===== config.mk =====
export PLATFORM = sky130hd
export DESIGN_NAME = dmem_arbiter
export DESIGN_NICKNAME = d
export VERILOG_FILES = /design/src/rtl/dmem_pkg.sv /design/src/rtl/dmem_arbiter_rr_grant2.sv /design/src/rtl/dmem_arbiter.sv
export SDC_FILE = /design/constraint.sdc
export NUM_CORES = 1
export LEC_CHECK = 0
export ABC_AREA = 1
export CAP_MARGIN = 20
export CORE_ASPECT_RATIO = 0.6
export CORE_MARGIN = 1
export CORE_UTILIZATION = 34
export CTS_CLUSTER_SIZE = 12
export DETAILED_ROUTE_END_ITERATION = 12
export PLACE_DENSITY = 0.92
export SLEW_MARGIN = 20
export SYNTH_ARGS = -nofsm -noshare
export SYNTH_HDL_FRONTEND = slang
export SYNTH_SLANG_ARGS = --single-unit

===== constraint.sdc =====
create_clock -name clock -period 2.7 [get_ports clock]
set_input_delay 0.27 -clock clock [delete_from_list [all_inputs] [get_ports clock]]
set_output_delay 0.27 -clock clock [all_outputs]
set_load 0.05 [all_outputs]

===== src/rtl/dmem_pkg.sv =====
`default_nettype none
// +----------------------------------------------------------------------------+
// | dmem_pkg                                                                   |
// | Shared types and constants for the data-memory arbiter slice.              |
// | Revision: 1.0                                                              |
// +----------------------------------------------------------------------------+
package dmem_pkg;

  localparam int DEF_ADDR_W = 32;
  localparam int DEF_DATA_W = 32;

  localparam logic REQ_CPU = 1'b0;
  localparam logic REQ_DBG = 1'b1;

  typedef enum logic [1:0] {
    ST_IDLE    = 2'd0,
    ST_ISSUE   = 2'd1,
    ST_RD_DATA = 2'd2,
    ST_RESP_W  = 2'd3
  } state_e;

endpackage
`default_nettype wire


===== src/rtl/dmem_arbiter_rr_grant2.sv =====
`default_nettype none
// +----------------------------------------------------------------------------+
// | rr_grant2                                                                  |
// | Two-input round-robin grant: a lone requester always wins, a tie goes to  |
// | the requester named by the pointer.                                        |
// | Revision: 1.0                                                              |
// +----------------------------------------------------------------------------+
module rr_grant2 (
  input  logic i_valid0,
  input  logic i_valid1,
  input  logic i_ptr,
  output logic o_grant0,
  output logic o_grant1,
  output logic o_any
);

  assign o_grant0 = i_valid0 & (~i_valid1 | ~i_ptr);
  assign o_grant1 = i_valid1 & (~i_valid0 |  i_ptr);
  assign o_any    = i_valid0 | i_valid1;

endmodule
`default_nettype wire


===== src/rtl/dmem_arbiter.sv =====
`default_nettype none
// +----------------------------------------------------------------------------+
// | dmem_arbiter                                                               |
// | Round-robin arbiter/sequencer for a single-port, one-cycle-latency data   |
// | memory shared by the CPU load/store unit and the debug/loader port.       |
// | Revision: 1.0                                                              |
// +----------------------------------------------------------------------------+
module dmem_arbiter
  import dmem_pkg::*;
#(
  parameter int ADDR_W = DEF_ADDR_W,
  parameter int DATA_W = DEF_DATA_W
) (
  input  logic              clock,
  input  logic              reset,
  input  logic              r0_valid,
  output logic              r0_ready,
  input  logic              r0_write,
  input  logic [ADDR_W-1:0] r0_addr,
  input  logic [DATA_W-1:0] r0_wdata,
  output logic              r0_rvalid,
  output logic [DATA_W-1:0] r0_rdata,
  input  logic              r1_valid,
  output logic              r1_ready,
  input  logic              r1_write,
  input  logic [ADDR_W-1:0] r1_addr,
  input  logic [DATA_W-1:0] r1_wdata,
  output logic              r1_rvalid,
  output logic [DATA_W-1:0] r1_rdata,
  output logic [ADDR_W-1:0] mem_address,
  output logic              mem_writeEnable,
  output logic [DATA_W-1:0] mem_writeInput,
  input  logic [DATA_W-1:0] mem_readResult,
  output logic              busy
);

  state_e              r_state;
  state_e              w_state_nxt;
  logic                r_rr_ptr;
  logic                r_cmd_write;
  logic                r_cmd_owner;
  logic [ADDR_W-1:0]   r_cmd_addr;
  logic [DATA_W-1:0]   r_cmd_wdata;

  logic                w_grant0;
  logic                w_grant1;
  logic                w_any;
  logic                w_accept;
  logic                w_owner;

  rr_grant2 u_grant (
    .i_valid0 (r0_valid),
    .i_valid1 (r1_valid),
    .i_ptr    (r_rr_ptr),
    .o_grant0 (w_grant0),
    .o_grant1 (w_grant1),
    .o_any    (w_any)
  );

  assign w_accept = (r_state == ST_IDLE) & w_any;
  assign w_owner  = w_grant1 ? REQ_DBG : REQ_CPU;

  // Memory address/data come straight from the command registers, so they
  // hold their last value between transactions.
  assign mem_address    = r_cmd_addr;
  assign mem_writeInput = r_cmd_wdata;
  assign busy           = (r_state != ST_IDLE);

  always_ff @(posedge clock or posedge reset) begin
    if (reset) begin
      r_state     <= ST_IDLE;
      r_rr_ptr    <= REQ_CPU;
      r_cmd_write <= 1'b0;
      r_cmd_owner <= REQ_CPU;
      r_cmd_addr  <= '0;
      r_cmd_wdata <= '0;
    end else begin
      r_state <= w_state_nxt;
      if (w_accept) begin
        r_cmd_write <= w_grant1 ? r1_write : r0_write;
        r_cmd_addr  <= w_grant1 ? r1_addr  : r0_addr;
        r_cmd_wdata <= w_grant1 ? r1_wdata : r0_wdata;
        r_cmd_owner <= w_owner;
        r_rr_ptr    <= ~w_owner;
      end
    end
  end

  always_comb begin
    w_state_nxt     = r_state;
    r0_ready        = 1'b0;
    r1_ready        = 1'b0;
    r0_rvalid       = 1'b0;
    r1_rvalid       = 1'b0;
    r0_rdata        = '0;
    r1_rdata        = '0;
    mem_writeEnable = 1'b0;
    case (r_state)
      ST_IDLE: begin
        r0_ready = w_grant0;
        r1_ready = w_grant1;
        if (w_any) w_state_nxt = ST_ISSUE;
      end
      ST_ISSUE: begin
        mem_writeEnable = r_cmd_write;
        w_state_nxt     = r_cmd_write ? ST_RESP_W : ST_RD_DATA;
      end
      ST_RD_DATA: begin
        // The registered read output is only meaningful in this state.
        if (r_cmd_owner == REQ_DBG) begin
          r1_rvalid = 1'b1;
          r1_rdata  = mem_readResult;
        end else begin
          r0_rvalid = 1'b1;
          r0_rdata  = mem_readResult;
        end
        w_state_nxt = ST_IDLE;
      end
      ST_RESP_W: begin
        if (r_cmd_owner == REQ_DBG) r1_rvalid = 1'b1;
        else                        r0_rvalid = 1'b1;
        w_state_nxt = ST_IDLE;
      end
      default: w_state_nxt = ST_IDLE;
    endcase
  end

endmodule
`default_nettype wire


==> results of run 1 <==
cell usage in the layout (no fill, tap or decap):
cell type	synthesis	final
clkdlybuf4s50_1	0	229
buf_2	29	1
nand4_1	63	63
buf_12	0	37
inv_1	44	43
dfrtp_1	69	69
nor2_1	5	5
nand3_1	132	132
buf_4	6	44
nand2_2	0	2
nand2_1	80	78
o21ai_1	1	1
nor2_4	0	1
o21ai_4	0	1
inv_2	0	1
nor3_1	64	64
clkinv_2	0	3
clkinvlp_4	0	2
clkbuf_16	0	9
power by group through the flow:
stage / logic (mW) / registers (mW) / clock network, mW
after floorplan: 2.33 / 3.47 / 0
after global placement: 5.97 / 1.90 / 0
after detailed placement: 6.07 / 1.91 / 0
after CTS: 6.07 / 1.92 / 1.06
after global routing: 6.41 / 1.98 / 1.10
final: 6.06 / 1.92 / 1.03
sequential cells by signal (all words and copies together) (netlist names):
name / count
mem_address: 32
mem_writeInput: 32
r_state: 2
r_cmd_owner: 1
r_cmd_write: 1
r_rr_ptr: 1
path summary, 6_finish.rpt:
check	from	to	slack, ns
max	r_state[0]$_DFFE_PP0P_	r0_rdata[3]	0.45
min	reset	mem_writeInput[23]$_DFFE_PP0P_	0.35
max reg2reg	r_state[0]$_DFFE_PP0P_	mem_address[29]$_DFFE_PP0P_	0.77
min reg2reg	mem_writeInput[18]$_DFFE_PP0P_	mem_writeInput[18]$_DFFE_PP0P_	0.49
max in group asynchronous	reset	mem_address[21]$_DFFE_PP0P_	1.70
min in group clock	mem_writeInput[18]$_DFFE_PP0P_	mem_writeInput[18]$_DFFE_PP0P_	0.49
routing by layer:
layer  share of wire (%)  track usage, %  wire length (um)  vias to the layer above
met5                   0               0                 0                        -
met4                0.96            4.90               153                        0
met3                 8.7            9.01              1380                       16
met2                  48            44.0              7620                      239
met1                  42            35.7              6740                     2304
li1                    -               -                 -                     2325
area by class of cell:
cell class              count  area, um^2  area share (%)
clock buffers               9         225            3.03
clock inverters             5        30.0           0.405
inverters                  44         165            2.23
multi-input cells         347        1730            23.3
flip-flops and latches     69        1730            23.3
well taps                 139         174            2.34
repair buffers            311        3370            45.4
metrics by stage:
| stage | hold WS, ns | power (mW) | std cells | util, % | setup slack (ns) |
|---|---|---|---|---|---|
| after global placement | 0.468 | 7.87 | 910 | 66.3 | 0.488 |
| after CTS | 0.358 | 9.04 | 924 | 68.6 | 0.434 |
| after detailed placement | 0.480 | 7.98 | 910 | 66.3 | 0.453 |
| after global routing | 0.388 | 9.49 | 924 | 68.6 | 0.267 |
| after floorplan | 0.418 | 5.81 | 516 | - | 0.515 |
| final | 0.348 | 9.01 | 924 | 68.6 | 0.451 |
logic make-up after synthesis:
logic type,Yosys count
AOI/OAI and AO/OA,2
buffers and inverters,100
DFF,69
and+or+nand+nor,345
==> impl_metrics.env, run 1 <==
export IMPL_post_dp_cell_area_um2=7170
export IMPL_synth_seq_cells=69
export IMPL_internal_power_mw=4.13
export IMPL_die_w_um=140
export IMPL_cts_hold_buf=0
export IMPL_synth_area_leaders="dfrtp_1, nand3_1, nand4_1, nor3_1, nand2_1"
export IMPL_fin_crit_sh_pct=83.3
export IMPL_syn_area_per_cell_um2=7.51
export IMPL_layout_min_cycle_time_ns=2.25
export IMPL_syn_nets=682
export IMPL_netSwitchingPower_mw=4.88
export IMPL_synthFlopType="dfrtp_1"
export IMPL_pwr_share_seq_pct=21.3
export IMPL_via_per_inst=5.29
export IMPL_portBuffers=299
export IMPL_start_util_pct=35.8
export IMPL_finalNetCount=948
export IMPL_power_leakage_nw=3.29
export IMPL_antenna_found_initial=0
export IMPL_synth_most_common_cell="nand3_1"
export IMPL_fp_dieH_um=84.7
export IMPL_grt_pass1_vias=4730
export IMPL_hold_viol=0
export IMPL_routabilityCongestion=0.834
export IMPL_syn_cell_area_um2=3870
export IMPL_track_usage_pct=27.2
export IMPL_io_pins=300
export IMPL_wl_per_cell_um=17.2
export IMPL_ctsHtreeMaxLevel=3
export IMPL_synth_fa_ha_area_share_pct=0
export IMPL_cts_resized=0
export IMPL_cp_required_ns=2.43
export IMPL_num_fill_cells=856
export IMPL_grt_max_degree=76
export IMPL_synthSimpleGateAreaFrac_pct=43.9
export IMPL_synthMuxAreaShare_pct=0
export IMPL_critPathBufInv=3
export IMPL_critPathMostFrequentCell="buf_4"
export IMPL_cts_tree="done"
export IMPL_area_delta_synth_final_pct=91.5
export IMPL_core_um2=10800
export IMPL_clockPowerShare_pct=11.5
export IMPL_vias=4884
export IMPL_power_frac_comb_pct=67.2
export IMPL_hold_class="input port to asynchronous set/reset pin"
export IMPL_cp_end_kind="output port"
export IMPL_synth_edf_count=0
export IMPL_power_density_nw_per_um2=1210
export IMPL_rows=29
export IMPL_slowest_delay_ns=0.76
export IMPL_cts_buffers=9
export IMPL_path_cells="inv_1, nand2_1, buf_4, nor3_1, buf_4"
export IMPL_synthArstFlopShare_pct=100
export IMPL_cp_top_family="flip-flops"
export IMPL_root_buffer="clkbuf_16"
export IMPL_max_slew_margin_pct=41.9
export IMPL_cp_num_cells=5
export IMPL_grt_pass1_wl_um=25400
export IMPL_synth_cell_types=14
export IMPL_final_layout_size_suffix_gt1_share_pct=12.9
export IMPL_synth_yosys_seq_area_share_pct=44.6
export IMPL_finalMaxSlewViolations=0
export IMPL_synth_top_family_by_area="simple AND/OR/NAND/NOR gates"
export IMPL_outcome="completed"
export IMPL_setup_worst_path_start_class="flip-flop"
export IMPL_tightest_slew_ns=0.869
export IMPL_synth_top_area_share_pct=44.6
export IMPL_drc=0
export IMPL_synth_compound_area_share_pct=0.355
export IMPL_dp_hpwl_um=11800
export IMPL_grt_setup_unrepaired="false"
export IMPL_clk_pin_slew_worst_paths_ns=0.06
export IMPL_grt_ovfl_total=0
export IMPL_critPathMaxFanout=32
export IMPL_cts_max_path_buffers=2
export IMPL_fin_skew_ns=0.00717
export IMPL_clock_fmax_mhz=445
export IMPL_drtIter0Drc=302
export IMPL_cp_slowest_cell="dfrtp_1"
export IMPL_dieArea_um2=11800
export IMPL_setup_tns_ns=0
export IMPL_arrival_ns=1.98
export IMPL_postCtsSetupRepairBufs=0
export IMPL_drv_cap=0
export IMPL_cts_sinks=69
export IMPL_n_antenna_cell=0
export IMPL_final_area_um2=7420
export IMPL_crit_type="flip-flop to output port"
export IMPL_setup_viol=0
export IMPL_dr_pass1_iters=5
export IMPL_wirelength_um=15900
export IMPL_synthCells=516
export IMPL_swShare_pct=54.1
export IMPL_ys_warn_count=0
export IMPL_synth_top_area_cell="dfrtp_1"
export IMPL_synth_xor_area_share_pct=0
export IMPL_ir_drop_uv=806
export IMPL_ys_top_cells_by_count="nand3_1, nand2_1, dfrtp_1"
export IMPL_insertion_delay_ns=0.32
export IMPL_ant_nets=0
export IMPL_reg2reg_depth=4
Power figures use the tool's default switching activity.
==> inputs of run 2 (changes only) <==
==> constraint.sdc (replaced) <==
create_clock -name clock -period 2.2 [get_ports clock]
set_input_delay 0.22 -clock clock [delete_from_list [all_inputs] [get_ports clock]]
set_output_delay 0.22 -clock clock [all_outputs]
set_load 0.05 [all_outputs]
==> run 2 against run 1 <==
Critical path depth shrank 1. Die area did not move. Clock power rose by 63%. Sequential share of layout area down 0.55 points. Core utilization increased by 1.7 points. Sequential power is 20% higher. Via count grew 2.3%. Design area grew 2.4%. Clock skew is 0.0014 ns lower. Combinational power grew 26%. Non-clock buffer count rose by 2. Critical path type unchanged. Highest routed layer unchanged.
==> impl_metrics.env, run 2 (synthesis gave the netlist of run 1 again) <==
export IMPL_arrival_ns=1.71
export IMPL_slowest_delay_ns=0.45
export IMPL_drv_cap=0
export IMPL_cp_top_family="simple AND/OR/NAND/NOR gates"
export IMPL_ant_nets=0
export IMPL_dieArea_um2=11800
export IMPL_via_per_inst=5.39
export IMPL_hold_viol=0
export IMPL_wirelength_um=16200
export IMPL_fin_util_pct=70.3
export IMPL_finalMaxSlewViolations=0
export IMPL_fin_skew_ns=0.00573
export IMPL_insertion_delay_ns=0.32
export IMPL_start_util_pct=35.8
export IMPL_fp_dieH_um=84.7
export IMPL_io_pins=300
export IMPL_cp_slowest_cell="dfrtp_1"
export IMPL_grt_setup_unrepaired="false"
export IMPL_path_cells="nand2_1, buf_4, nor3_1, buf_12"
export IMPL_core_um2=10800
export IMPL_cts_buffers=9
export IMPL_track_usage_pct=27.5
export IMPL_layoutNonFillerInstCount=927
export IMPL_root_buffer="clkbuf_16"
export IMPL_n_antenna_cell=0
export IMPL_critPathBufInv=2
export IMPL_dp_hpwl_um=11800
export IMPL_cp_required_ns=1.98
export IMPL_most_common_layout_cells="clkdlybuf4s50_1, nand3_1, nand2_1, dfrtp_1, nor3_1"
export IMPL_fin_crit_sh_pct=87.7
export IMPL_grt_max_degree=70
export IMPL_hold_class="input port to asynchronous set/reset pin"
export IMPL_setup_tns_ns=0
export IMPL_drtIter0Drc=323
export IMPL_cts_tree="done"
export IMPL_vias=4994
export IMPL_critPathMaxFanout=33
export IMPL_grt_pass1_wl_um=25700
export IMPL_max_slew_margin_pct=62.7
export IMPL_setup_viol=0
export IMPL_postCtsSetupRepairBufs=0
export IMPL_routabilityCongestion=0.843
export IMPL_area_delta_synth_final_pct=96.1
export IMPL_layout_min_cycle_time_ns=1.93
export IMPL_final_layout_size_suffix_gt1_share_pct=13.3
export IMPL_clk_pin_slew_worst_paths_ns=0.06
export IMPL_ctsHtreeMaxLevel=3
export IMPL_dp_cells=912
export IMPL_power_leakage_nw=3.38
export IMPL_power_density_nw_per_um2=1530
export IMPL_power_mw=11.6
export IMPL_setup_ws_ns=0.271
export IMPL_crit_type="flip-flop to output port"
export IMPL_outcome="completed"
export IMPL_clock_fmax_mhz=518
export IMPL_tightest_slew_ns=0.558
export IMPL_cts_sinks=69
export IMPL_cp_end_kind="output port"
export IMPL_grt_ovfl_total=0
export IMPL_cts_resized=0
export IMPL_dr_pass1_iters=5
export IMPL_die_w_um=140
export IMPL_drc=0
export IMPL_post_place_ws_ns=0.434
export IMPL_whs_ns=0.289
export IMPL_antenna_found_initial=0
export IMPL_setup_worst_path_start_class="flip-flop"
export IMPL_ir_drop_uv=1040
export IMPL_final_common_cell="clkdlybuf4s50_1"
export IMPL_wl_per_cell_um=17.4
export IMPL_grt_pass1_vias=4816
export IMPL_final_area_um2=7600
export IMPL_post_dp_cell_area_um2=7250
export IMPL_cts_max_path_buffers=2
export IMPL_cts_hold_buf=0
export IMPL_portBuffers=299
export IMPL_finalNetCount=950
export IMPL_rows=29
run 2: cell types whose count changed in the layout (fill, tap and decap cells not counted):
cell,delta
bufinv_16,+3
clkinvlp_4,-2
clkdlybuf4s50_1,-1
inv_6,+1
clkinv_2,-3
buf_12,+6
clkinv_4,+1
buf_4,-3
clkbuf_8,+1
run 2: worst min-delay path, stage by stage:
cell and delay (ns):
clkdlybuf4s50_1 0.41, inv_2 0.07, buf_12 0.31
run 2: path summary, 6_finish.rpt:
| kind | slack (ns) | endpoint | startpoint | depth (start not counted) |
|---|---|---|---|---|
| hold reg to reg | 0.49 | r_cmd_write$_DFFE_PP0P_ | r_cmd_write$_DFFE_PP0P_ | 2 |
| max in group asynchronous | 1.58 | mem_address[22]$_DFFE_PP0P_ | reset | 3 |
| setup reg to reg | 0.86 | mem_address[9]$_DFFE_PP0P_ | r_state[1]$_DFFE_PP0P_ | 4 |
| min in group clock | 0.38 | mem_writeInput[10]$_DFFE_PP0P_ | r0_valid | 3 |
| setup / recovery | 0.27 | r1_rdata[29] | r_state[1]$_DFFE_PP0P_ | 4 |
| hold / removal | 0.29 | mem_writeInput[21]$_DFFE_PP0P_ | reset | 3 |
run 2: metal layers:
layer	vias up	GRT usage (%)	share of wire, %
met5	-	0	0
met4	0	6.69	1.8
met3	26	7.87	8.7
met2	240	45.6	49
met1	2408	35.6	41
li1	2320	-	-
run 2: final cells by class:
cell class                 instances  area (um^2)
sequential                        69         1730
clock inverter                     5          108
inverter                          44          165
clock buffer                      10          239
multi-input combinational        347         1730
tap                              139          174
timing repair buffer             313         3460
fill                             829         3210
run 2: power breakdown:
part	internal [mW]	leakage [nW]	total [mW]	switching, mW
Combinational	2.55	2.36	7.66	5.11
Sequential	1.91	0.845	2.30	0.393
Clock	1.14	0.169	1.68	0.539
Total	5.60	3.38	11.6	6.04
